[src/rtl/spi_arb_pkg.sv]
// Shared types and constants for the two-requester SPI master arbiter.
package spi_arb_pkg;

    typedef enum logic [1:0] {IDLE, BUSY, GAP} arb_state_t;

    localparam int NUM_REQ = 2;
    localparam int CMD_W   = 16;

    // A lone pending slot wins; on contention the slot not served last wins.
    function automatic logic rr_pick(input logic [NUM_REQ-1:0] pend, input logic last_gnt);
        return (&pend) ? ~last_gnt : pend[1];
    endfunction

endpackage

[src/rtl/spi_req_slot.sv]
// One requester's command slot: latches a command on an accepted strobe and
// flags a strobe that arrives while the previous command is still outstanding.
module spi_req_slot
    import spi_arb_pkg::*;
(
    input  logic             clk,
    input  logic             rst,
    input  logic             wrt_i,
    input  logic [CMD_W-1:0] cmd_i,
    input  logic             grant_i,
    input  logic             release_i,
    output logic             pending_o,
    output logic             busy_o,
    output logic [CMD_W-1:0] cmd_q_o,
    output logic             err_o
);

    logic             pending_q, pending_d;
    logic             busy_q, busy_d;
    logic             err_q, err_d;
    logic [CMD_W-1:0] cmd_q, cmd_d;

    // NOTE: every variable gets a default first so no path leaves it unassigned (no latch).
    always_comb begin
        pending_d = pending_q;
        busy_d    = busy_q;
        cmd_d     = cmd_q;
        err_d     = 1'b0;
        if (grant_i)   pending_d = 1'b0;
        if (release_i) busy_d    = 1'b0;
        if (wrt_i) begin
            if (busy_q) begin
                err_d = 1'b1;
            end else begin
                pending_d = 1'b1;
                busy_d    = 1'b1;
                cmd_d     = cmd_i;
            end
        end
    end

    // NOTE: non-blocking assignments so every register samples pre-edge values.
    always_ff @(posedge clk) begin
        if (rst) begin
            pending_q <= 1'b0;
            busy_q    <= 1'b0;
            err_q     <= 1'b0;
            cmd_q     <= '0;
        end else begin
            pending_q <= pending_d;
            busy_q    <= busy_d;
            err_q     <= err_d;
            cmd_q     <= cmd_d;
        end
    end

    assign pending_o = pending_q;
    assign busy_o    = busy_q;
    assign cmd_q_o   = cmd_q;
    assign err_o     = err_q;

endmodule

[src/rtl/spi_bus_arbiter.sv]
// Round-robin arbiter sharing one SPI master between two requesters, with an
// enforced idle gap between transactions and a watchdog abort.
module spi_bus_arbiter
    import spi_arb_pkg::*;
#(
    parameter int GAP_CYC = 4,
    parameter int TMO_CYC = 2048
) (
    input  logic        clk,
    input  logic        rst,
    input  logic        req0_wrt,
    input  logic [15:0] req0_cmd,
    input  logic        req1_wrt,
    input  logic [15:0] req1_cmd,
    output logic        req0_done,
    output logic        req1_done,
    output logic [15:0] req0_rd_data,
    output logic [15:0] req1_rd_data,
    output logic        req0_busy,
    output logic        req1_busy,
    output logic        req0_err,
    output logic        req1_err,
    output logic        spi_wrt,
    output logic [15:0] spi_cmd,
    input  logic        spi_done,
    input  logic [15:0] spi_rd_data
);

    localparam int GW = $clog2(GAP_CYC + 1);
    localparam int TW = $clog2(TMO_CYC + 1);
    localparam logic [GW-1:0] GAP_LOAD = GW'(GAP_CYC - 1);
    localparam logic [TW-1:0] TMO_LAST = TW'(TMO_CYC - 1);

    arb_state_t           state_q, state_d;
    logic                 gnt_q, gnt_d;
    logic                 last_gnt_q, last_gnt_d;
    logic [GW-1:0]        gap_q, gap_d;
    logic [TW-1:0]        wdog_q, wdog_d;
    logic [NUM_REQ-1:0]   done_q, done_d;
    logic [NUM_REQ-1:0]   tmo_err_q, tmo_err_d;
    logic [CMD_W-1:0]     rd_data_q [NUM_REQ];
    logic [CMD_W-1:0]     rd_data_d [NUM_REQ];

    logic [NUM_REQ-1:0]   slot_wrt, slot_grant, slot_release, slot_pending, slot_busy, slot_err;
    logic [CMD_W-1:0]     req_cmd  [NUM_REQ];
    logic [CMD_W-1:0]     slot_cmd [NUM_REQ];
    logic                 grant_fire, release_fire, pick;

    assign slot_wrt   = {req1_wrt, req0_wrt};
    assign req_cmd[0] = req0_cmd;
    assign req_cmd[1] = req1_cmd;
    assign pick       = rr_pick(slot_pending, last_gnt_q);

    for (genvar i = 0; i < NUM_REQ; i++) begin : g_slot
        assign slot_grant[i]   = grant_fire && (pick == 1'(i));
        assign slot_release[i] = release_fire && (gnt_q == 1'(i));

        spi_req_slot u_slot (
            .clk       (clk),
            .rst       (rst),
            .wrt_i     (slot_wrt[i]),
            .cmd_i     (req_cmd[i]),
            .grant_i   (slot_grant[i]),
            .release_i (slot_release[i]),
            .pending_o (slot_pending[i]),
            .busy_o    (slot_busy[i]),
            .cmd_q_o   (slot_cmd[i]),
            .err_o     (slot_err[i])
        );
    end

    always_comb begin
        state_d      = state_q;
        gnt_d        = gnt_q;
        last_gnt_d   = last_gnt_q;
        gap_d        = gap_q;
        wdog_d       = wdog_q;
        done_d       = '0;
        tmo_err_d    = '0;
        rd_data_d    = rd_data_q;
        grant_fire   = 1'b0;
        release_fire = 1'b0;
        unique case (state_q)
            IDLE: begin
                if (|slot_pending) begin
                    grant_fire = 1'b1;
                    gnt_d      = pick;
                    wdog_d     = '0;
                    state_d    = BUSY;
                end
            end
            BUSY: begin
                // Completion wins over a watchdog expiry landing in the same cycle.
                if (spi_done) begin
                    release_fire     = 1'b1;
                    done_d[gnt_q]    = 1'b1;
                    rd_data_d[gnt_q] = spi_rd_data;
                    last_gnt_d       = gnt_q;
                    gap_d            = GAP_LOAD;
                    state_d          = GAP;
                end else if (wdog_q == TMO_LAST) begin
                    release_fire     = 1'b1;
                    tmo_err_d[gnt_q] = 1'b1;
                    last_gnt_d       = gnt_q;
                    gap_d            = GAP_LOAD;
                    state_d          = GAP;
                end else begin
                    wdog_d = wdog_q + 1'b1;
                end
            end
            GAP: begin
                if (gap_q == '0) state_d = IDLE;
                else             gap_d   = gap_q - 1'b1;
            end
            default: state_d = IDLE;
        endcase
    end

    always_ff @(posedge clk) begin
        if (rst) begin
            state_q    <= IDLE;
            gnt_q      <= 1'b0;
            last_gnt_q <= 1'b1;
            gap_q      <= '0;
            wdog_q     <= '0;
            done_q     <= '0;
            tmo_err_q  <= '0;
            rd_data_q  <= '{default: '0};
        end else begin
            state_q    <= state_d;
            gnt_q      <= gnt_d;
            last_gnt_q <= last_gnt_d;
            gap_q      <= gap_d;
            wdog_q     <= wdog_d;
            done_q     <= done_d;
            tmo_err_q  <= tmo_err_d;
            rd_data_q  <= rd_data_d;
        end
    end

    assign spi_wrt      = grant_fire;
    assign spi_cmd      = grant_fire ? slot_cmd[pick] : '0;
    assign req0_done    = done_q[0];
    assign req1_done    = done_q[1];
    assign req0_rd_data = rd_data_q[0];
    assign req1_rd_data = rd_data_q[1];
    assign req0_busy    = slot_busy[0];
    assign req1_busy    = slot_busy[1];
    assign req0_err     = slot_err[0] | tmo_err_q[0];
    assign req1_err     = slot_err[1] | tmo_err_q[1];

endmodule

[config.mk]
export PLATFORM = sky130hd
export DESIGN_NAME = spi_bus_arbiter
export DESIGN_NICKNAME = d
export VERILOG_FILES = /design/src/rtl/spi_arb_pkg.sv /design/src/rtl/spi_req_slot.sv /design/src/rtl/spi_bus_arbiter.sv
export SDC_FILE = /design/constraint.sdc
export NUM_CORES = 1
export LEC_CHECK = 0
export CAP_MARGIN = 30
export CELL_PAD_IN_SITES_DETAIL_PLACEMENT = 0
export CELL_PAD_IN_SITES_GLOBAL_PLACEMENT = 2
export CORE_MARGIN = 5
export CORE_UTILIZATION = 29
export CTS_CLUSTER_DIAMETER = 150
export CTS_CLUSTER_SIZE = 40
export DETAILED_ROUTE_END_ITERATION = 8
export PLACE_DENSITY = 0.88
export SYNTH_ARGS = -nofsm -noshare
export SYNTH_HDL_FRONTEND = slang
export SYNTH_SLANG_ARGS = --single-unit
[constraint.sdc]
create_clock -name clk -period 4.27 [get_ports clk]
set_input_delay 1.281 -clock clk [delete_from_list [all_inputs] [get_ports clk]]
set_output_delay 1.281 -clock clk [all_outputs]
set_load 0.02 [all_outputs]
==> reports/qor.csv, run 1 <==
stage,metric,value,unit
route,ant_nets,0,
timing,period_minus_slack,3.84,ns
cells_and_area,areaGrowthSynthToFinish,39.2,%
yosys,most_frequently_used_flop_master_after_synthesis,sky130_fd_sc_hd__dfxtp_1,
power_and_ir_drop,leakagePower,1.82,nW
critical_path,ff2ff_setup_slack,2.30,ns
route,drt-wirelength-per-cell,15.0,µm
hold_path,min-delay-path-class,reg -> reg,
cells_and_area,final_cell_area,0.00523,mm²
yosys,synth.top_cells.by_area,"sky130_fd_sc_hd__dfxtp_1 50%, sky130_fd_sc_hd__nand2_1 14%, sky130_fd_sc_hd__a21oi_1 9.9%, sky130_fd_sc_hd__a22o_1 3.7%, sky130_fd_sc_hd__clkbuf_1 2.5%",
critical_path,cp_data_required_time,2.99,ns
placement,placed_cell_area,0.00495,mm²
clocking,cts.root.buffer_cell,sky130_fd_sc_hd__clkbuf_16,
timing,count_of_final_setup_violators,0,
critical_path,crit_path_max_fanout,17,
clocking,tritoncts,yes,
route,detailroute.via_count,3542,
clocking,post_cts_resized,0,
clocking,post_cts_hold_buffer_count,0,
placement,buffer_ports.inserted,107,
yosys,synthesis.area,0.00376,mm²
clocking,worst_setup_hold_path_clk_slew,0.06,ns
critical_path,worstSetupStartpointType,register,
route,detail_route.drc_violations,0,
timing,period_share,90.0,%
clocking,clk_latency,0.33,ns
cells_and_area,design.final.nets,611,
yosys,seq_area_frac_synth,49.5,%
cells_and_area,drive_above_1_share,4.64,%
timing,count_of_endpoints_failing_hold_in_the_final_timing_report,0,
yosys,synth_largest_area_cell,sky130_fd_sc_hd__dfxtp_1,
timing,rsz0062_at_grt,false,
grt,grt_start_max_net_pins,47,
clocking,cts.sinks,93,
floorplan,placeableCoreArea,0.0127,mm²
yosys,yosysMostFrequentCell,sky130_fd_sc_hd__nand2_1,
floorplan,die_x,124,µm
clocking,clock_tree.htree_level_count,3,
yosys,ys_top_cells_by_count,"138 x sky130_fd_sc_hd__nand2_1, 93 x sky130_fd_sc_hd__dfxtp_1, 74 x sky130_fd_sc_hd__a21oi_1",
yosys,synth-seq-cells,93,
yosys,postSynthNetCount,521,
placement,place_congestion,0.821,
yosys,synth_warnings,0,
grt,gr-usage-all-layers,14.3,%
timing,max_freq,260,MHz
floorplan,dieArea,0.0153,mm²
power_and_ir_drop,worst_ir_drop_on_vdd,0.211,mV
yosys,edff_count_synth,0,
floorplan,placementRows,41,
timing,slew-limit-headroom,40.6,%
timing,setup-tns-final,0,ns
floorplan,floorplan.die.height,124,µm
floorplan,floorplan.initialDensity,29.7,%
route,route.detailed.vias_per_inst,4.84,
floorplan,floorplan.io_pins,108,
grt,number_of_antenna_violations_at_the_first_check_in_global_routing,0,
flow_run,number_of_max_cap_violations,0,
grt,grt_first_pass_wirelength,17500,µm
grt,vias_in_the_first_global_route,3544,
yosys,post_synth_num_cell_types,45,
timing,finalClockSkew,0.00537,ns
placement,dp_hpwl,7790,µm
outcome,outcome,"finished, final reports clean",
clocking,cts.path.max_buffers,2,
cells_and_area,ant_diodes,0,
power_and_ir_drop,powerDensity,383,mW/mm²
critical_path,critical_path_arrival,2.56,ns
yosys,ys_async_sr_fraction,0,%
critical_path,critical_path_class,reg -> out,
grt,globalRoute.totalOverflow,0,
yosys,synth_top_cell_area_share,49.5,%
route,drt-pass1-iter-count,4,
timing,maxSlewViolCount,0,
route,starting_drc_count_in_detailed_routing,158,
timing,worst_slew_pin_slew,0.890,ns
route,wirelength,11000,µm
critical_path,worstSetupEndpointType,primary output,
yosys,synthCells,465,
yosys,synth.avg_cell_area,8.08,µm²
clocking,cts-buffers-inserted,9,
clocking,cts_setup_buffers,0,
routing by layer:
| layer | track usage (%) | part of all wire, % | wire length [µm] |
|---|---|---|---|
| met5 | 0 | 0 | 0 |
| met4 | 4.71 | 1.7 | 183 |
| met3 | 6.68 | 9.3 | 1030 |
| met2 | 22.4 | 45 | 4960 |
| met1 | 17.5 | 44 | 4830 |
area by class of cell:
type	instances	area (µm²)
clock inverters	4	48.8
flip-flops and latches	93	1860
fillers	1344	7440
clock buffers	12	236
inverters	5	18.8
well taps	172	215
multi-input cells	332	1730
repair buffers	114	1120
critical path, cell delays in order (launching register included):
cell and delay (ns):
sky130_fd_sc_hd__dfxtp_1 0.38, sky130_fd_sc_hd__a21boi_0 0.38, sky130_fd_sc_hd__and2_1 0.62, sky130_fd_sc_hd__a22o_1 0.23, sky130_fd_sc_hd__clkdlybuf4s50_1 0.62
logic make-up (layout without fill, tap and decap cells):
family	count (synthesis)	after routing	share of synthesized area [%]
flops	93	93	49.5
compound gates	120	120	20.0
buf+inv	40	135	4.36
simple gates	207	207	24.6
fa+ha+maj	3	3	0.999
mux	2	2	0.533
stage by stage:
stage | hold WS (ns) | util, % | worst slack [ns] | total power (W) | std cells
detailed placement | 0.448 | 39.0 | 0.770 | 0.00124 | 716
floorplan | 0.430 | - | 1.47 | 0.00111 | 465
finish | 0.453 | 41.3 | 0.427 | 0.00200 | 732
global placement | 0.439 | 39.0 | 0.889 | 0.00124 | 716
global route | 0.468 | 41.3 | 0.250 | 0.00210 | 732
CTS | 0.457 | 41.3 | 0.408 | 0.00204 | 732
path summary, 6_finish.rpt:
| kind | startpoint | cells after the start | end |
|---|---|---|---|
| worst max-delay path | g_slot[1].u_slot.pending_o$_SDFF_PP0_ | 4 | spi_cmd[10] |
| worst max register to register | wdog_q[0]$_SDFFE_PP0P_ | 5 | last_gnt_q$_SDFFE_PP1N_ |
| worst min-delay path | req1_rd_data[1]$_SDFFE_PP0P_ | 2 | req1_rd_data[1]$_SDFFE_PP0P_ |
| worst min register to register | req1_rd_data[1]$_SDFFE_PP0P_ | 2 | req1_rd_data[1]$_SDFFE_PP0P_ |
report_power, final:
group	leakage (nW)	switching (W)	internal, W
Combinational	0.925	0.000159	0.000129
Clock	0.141	0.000325	0.000454
Sequential	0.757	0.0000287	0.000906
cells in the final DEF (no fill, tap or decap), types with 2 or more instances in the layout:
master	instances
sky130_fd_sc_hd__and2_1	2
sky130_fd_sc_hd__nor2_1	16
sky130_fd_sc_hd__ha_1	3
sky130_fd_sc_hd__nand4b_1	2
sky130_fd_sc_hd__inv_1	5
sky130_fd_sc_hd__nand3_1	9
sky130_fd_sc_hd__nand2_1	138
sky130_fd_sc_hd__nand4_1	3
sky130_fd_sc_hd__o41ai_1	5
sky130_fd_sc_hd__a22o_1	16
sky130_fd_sc_hd__a21oi_1	74
sky130_fd_sc_hd__nand2b_1	8
sky130_fd_sc_hd__mux2i_1	2
sky130_fd_sc_hd__o31ai_1	3
sky130_fd_sc_hd__o311ai_0	6
sky130_fd_sc_hd__nor4_1	2
sky130_fd_sc_hd__and4_1	2
sky130_fd_sc_hd__o21ai_0	3
sky130_fd_sc_hd__or3_1	2
sky130_fd_sc_hd__a211o_1	2
sky130_fd_sc_hd__and3_1	5
sky130_fd_sc_hd__a211oi_1	3
sky130_fd_sc_hd__or4_1	3
sky130_fd_sc_hd__dfxtp_1	93
sky130_fd_sc_hd__or2_2	3
sky130_fd_sc_hd__clkdlybuf4s50_1	106
sky130_fd_sc_hd__clkinv_2	2
sky130_fd_sc_hd__clkbuf_16	9
sky130_fd_sc_hd__buf_4	7
sky130_fd_sc_hd__clkbuf_1	3
sky130_fd_sc_hd__nor3_1	4
sky130_fd_sc_hd__nor2b_1	3
state kept, by name, summed over array words and instances, names as in the netlist, 2 cells and up:
signal / cells
g_slot.u_slot.cmd_q_o: 32
tmo_err_q: 2
done_q: 2
state_q: 2
req1_rd_data: 16
g_slot.u_slot.busy_o: 2
g_slot.u_slot.err_o: 2
g_slot.u_slot.pending_o: 2
req0_rd_data: 16
wdog_q: 12
gap_q: 3
No activity file was read; power rests on OpenSTA's default activity.
==> inputs of run 2 (changes only) <==
Settings changed: GPL_ROUTABILITY_DRIVEN from default to 1, RECOVER_POWER from default to 100, TNS_END_PERCENT from default to 20.
==> run 2 against run 1 <==
The run now ends with capacitance limit, slew limit left. Die area unchanged. First-iteration DRC count rose by 0.63%. Clock power barely moved. Clock skew barely moved. Cell area about the same. Combinational power shrank 3%. Non-clock buffer count unchanged. Count of clock-buffer cells in the layout stayed put. Fmax down 1.7%. Final cell count did not move.
==> reports/qor.csv, run 2 (synthesized netlist as in run 1, its figures left out) <==
stage,metric,value,unit
outcome,outcome,"complete, but fails checks",
outcome,violations,"capacitance limit, slew limit",
cells_and_area,most-common-layout-cells,"138 x sky130_fd_sc_hd__nand2_1, 93 x sky130_fd_sc_hd__dfxtp_1, 74 x sky130_fd_sc_hd__a21oi_1, 55 x sky130_fd_sc_hd__dlygate4sd3_1, 51 x sky130_fd_sc_hd__clkdlybuf4s50_1",
timing,finalClockSkew,0.00499,ns
critical_path,worst_r2r_path_depth,4,
timing,setup-tns-final,0,ns
power_and_ir_drop,fin_total_pwr,0.00199,W
clocking,cts-buffers-inserted,9,
hold_path,holdPathStages,2,
critical_path,slowest_delay,0.69,ns
critical_path,critical_path_arrival,2.63,ns
cells_and_area,multiInputGateArea,0.00173,mm²
critical_path,timing.critical_path.slowest_stage_cell,sky130_fd_sc_hd__dlygate4sd3_1,
cells_and_area,final_standard_cell_utilization_of_the_core,41.3,%
grt,grt_start_max_net_pins,47,
timing,period_minus_slack,3.91,ns
route,drt-wirelength-per-cell,14.9,µm
timing,count_of_endpoints_failing_hold_in_the_final_timing_report,0,
timing,period_share,91.6,%
clocking,post_cts_hold_buffer_count,0,
timing,final_critical_path_setup_slack,0.360,ns
grt,number_of_antenna_violations_at_the_first_check_in_global_routing,0,
route,detail_route.drc_violations,0,
grt,vias_in_the_first_global_route,3544,
route,ant_nets,0,
power_and_ir_drop,leakagePower,2.00,nW
placement,place_congestion,0.821,
cells_and_area,design.final.nets,611,
critical_path,timing.critical_path.from,g_slot[1].u_slot.pending_o$_SDFF_PP0_,
cells_and_area,regArea,0.00186,mm²
cells_and_area,ant_diodes,0,
placement,dp_hpwl,7790,µm
hold_path,min-delay-path-class,reg -> reg,
cells_and_area,areaGrowthSynthToFinish,39.1,%
floorplan,floorplan.die.height,124,µm
clocking,cts.root.buffer_cell,sky130_fd_sc_hd__clkbuf_16,
power_and_ir_drop,powerDensity,381,mW/mm²
critical_path,crit_path_max_fanout,17,
critical_path,crit-reg2reg-launch,state_q[0]$_SDFFE_PP0P_,
clocking,cts_setup_buffers,0,
critical_path,ff2ff_setup_slack,2.27,ns
floorplan,floorplan.initialDensity,29.7,%
placement,place_worst_setup_slack,0.770,ns
critical_path,cp_cell_sequence,a21boi_0 > and2_1 > a22o_1 > dlygate4sd3_1,
timing,slew-limit-headroom,-40.9,%
critical_path,crit-reg2reg-capture,req1_rd_data[13]$_SDFFE_PP0P_,
cells_and_area,final_cell_area,0.00523,mm²
floorplan,placeableCoreArea,0.0127,mm²
grt,gr-usage-all-layers,14.3,%
clocking,cts.path.max_buffers,2,
floorplan,dieArea,0.0153,mm²
cells_and_area,filler_cell_count,1344,
floorplan,floorplan.io_pins,108,
timing,max_freq,256,MHz
critical_path,worstSetupStartpointType,register,
grt,globalRoute.totalOverflow,0,
clocking,cts.sinks,93,
timing,rsz0062_at_grt,false,
cells_and_area,largest_register_ff_count,32,
clocking,worst_setup_hold_path_clk_slew,0.06,ns
clocking,tritoncts,yes,
route,wirelength,10900,µm
clocking,post_cts_resized,0,
hold_path,hp_start,req1_rd_data[1]$_SDFFE_PP0P_,
critical_path,worstSetupEndpointType,primary output,
route,route.detailed.vias_per_inst,4.83,
flow_run,number_of_max_cap_violations,1,
placement,placed_cell_area,0.00495,mm²
clocking,clk_latency,0.33,ns
power_and_ir_drop,worst_ir_drop_on_vdd,0.211,mV
critical_path,critical_path_class,reg -> out,
cells_and_area,drive_above_1_share,4.46,%
route,starting_drc_count_in_detailed_routing,159,
route,detailroute.via_count,3532,
floorplan,die_x,124,µm
hold_path,min_delay_worst_endpoint,req1_rd_data[1]$_SDFFE_PP0P_,
route,drt-pass1-iter-count,4,
timing,maxSlewViolCount,47,
floorplan,placementRows,41,
placement,buffer_ports.inserted,107,
grt,grt_first_pass_wirelength,17500,µm
timing,count_of_final_setup_violators,0,
clocking,clock_tree.htree_level_count,3,
timing,worst_slew_pin_slew,2.11,ns
critical_path,cp_data_required_time,2.99,ns
cells_and_area,layout.cells.most_common,sky130_fd_sc_hd__nand2_1,
## run 2: cell types whose count changed in the layout (fill, tap and decap cells not counted)
cell,previous run,this run
sky130_fd_sc_hd__dlygate4sd3_1,0,55
sky130_fd_sc_hd__clkbuf_1,3,4
sky130_fd_sc_hd__clkdlybuf4s50_1,106,51
sky130_fd_sc_hd__buf_4,7,6
sky130_fd_sc_hd__clkbuf_2,0,1
sky130_fd_sc_hd__buf_2,1,0
## run 2: worst max-delay path by stage
| stage | to | slack [ns] |
|---|---|---|
| 5_1_grt | spi_cmd[4] | 0.18 |
| 3_3_place_gp | spi_cmd[15] | 0.89 |
| 3_5_place_dp | spi_cmd[4] | 0.77 |
| 6_report | spi_cmd[10] | 0.36 |
| 4_1_cts | spi_cmd[4] | 0.41 |
| 2_1_floorplan | spi_cmd[10] | 1.47 |
## run 2: final cells by class
class	count	share of cell area, %
Tap cell	172	4.12
Clock buffer	12	4.52
Inverter	5	0.359
Sequential cell	93	35.6
Timing Repair Buffer	114	21.3
Multi-Input combinational cell	332	33.1
Clock inverter	4	0.933
## run 2: stage by stage
| stage | instances | hold slack [ns] |
|---|---|---|
| 6_report | 732 | 0.450 |
| 2_1_floorplan | 465 | 0.430 |
| 5_1_grt | 732 | 0.468 |
| 3_5_place_dp | 716 | 0.448 |
| 4_1_cts | 732 | 0.457 |
| 3_3_place_gp | 716 | 0.439 |
## run 2: critical path: cells and delay by family (launching register included)
family,cells,cell delay (ns)
AO/OA/AOI/OAI,2,0.61
AND/OR/NAND/NOR,1,0.62
flip-flops,1,0.38
buffers and inverters,1,0.69
## run 2: report_power, final
part / internal (W) / switching [W]
logic: 0.000122 / 0.000158
registers: 0.000906 / 0.0000284
clock network: 0.000454 / 0.000324
total: 0.00148 / 0.000511
## run 2: layer usage
layer	up-vias	track usage, %	wire length, µm
met5	-	0	0
met4	0	4.71	182
met3	14	6.68	1010
met2	108	22.4	4920
met1	1616	17.5	4830
li1	1794	-	-
==> inputs of run 3 (changes only) <==
Settings changed: CAP_MARGIN 30 to 15.
==> results of run 3 <==
The final DEF is identical to that of run 2; final timing and power are the same.
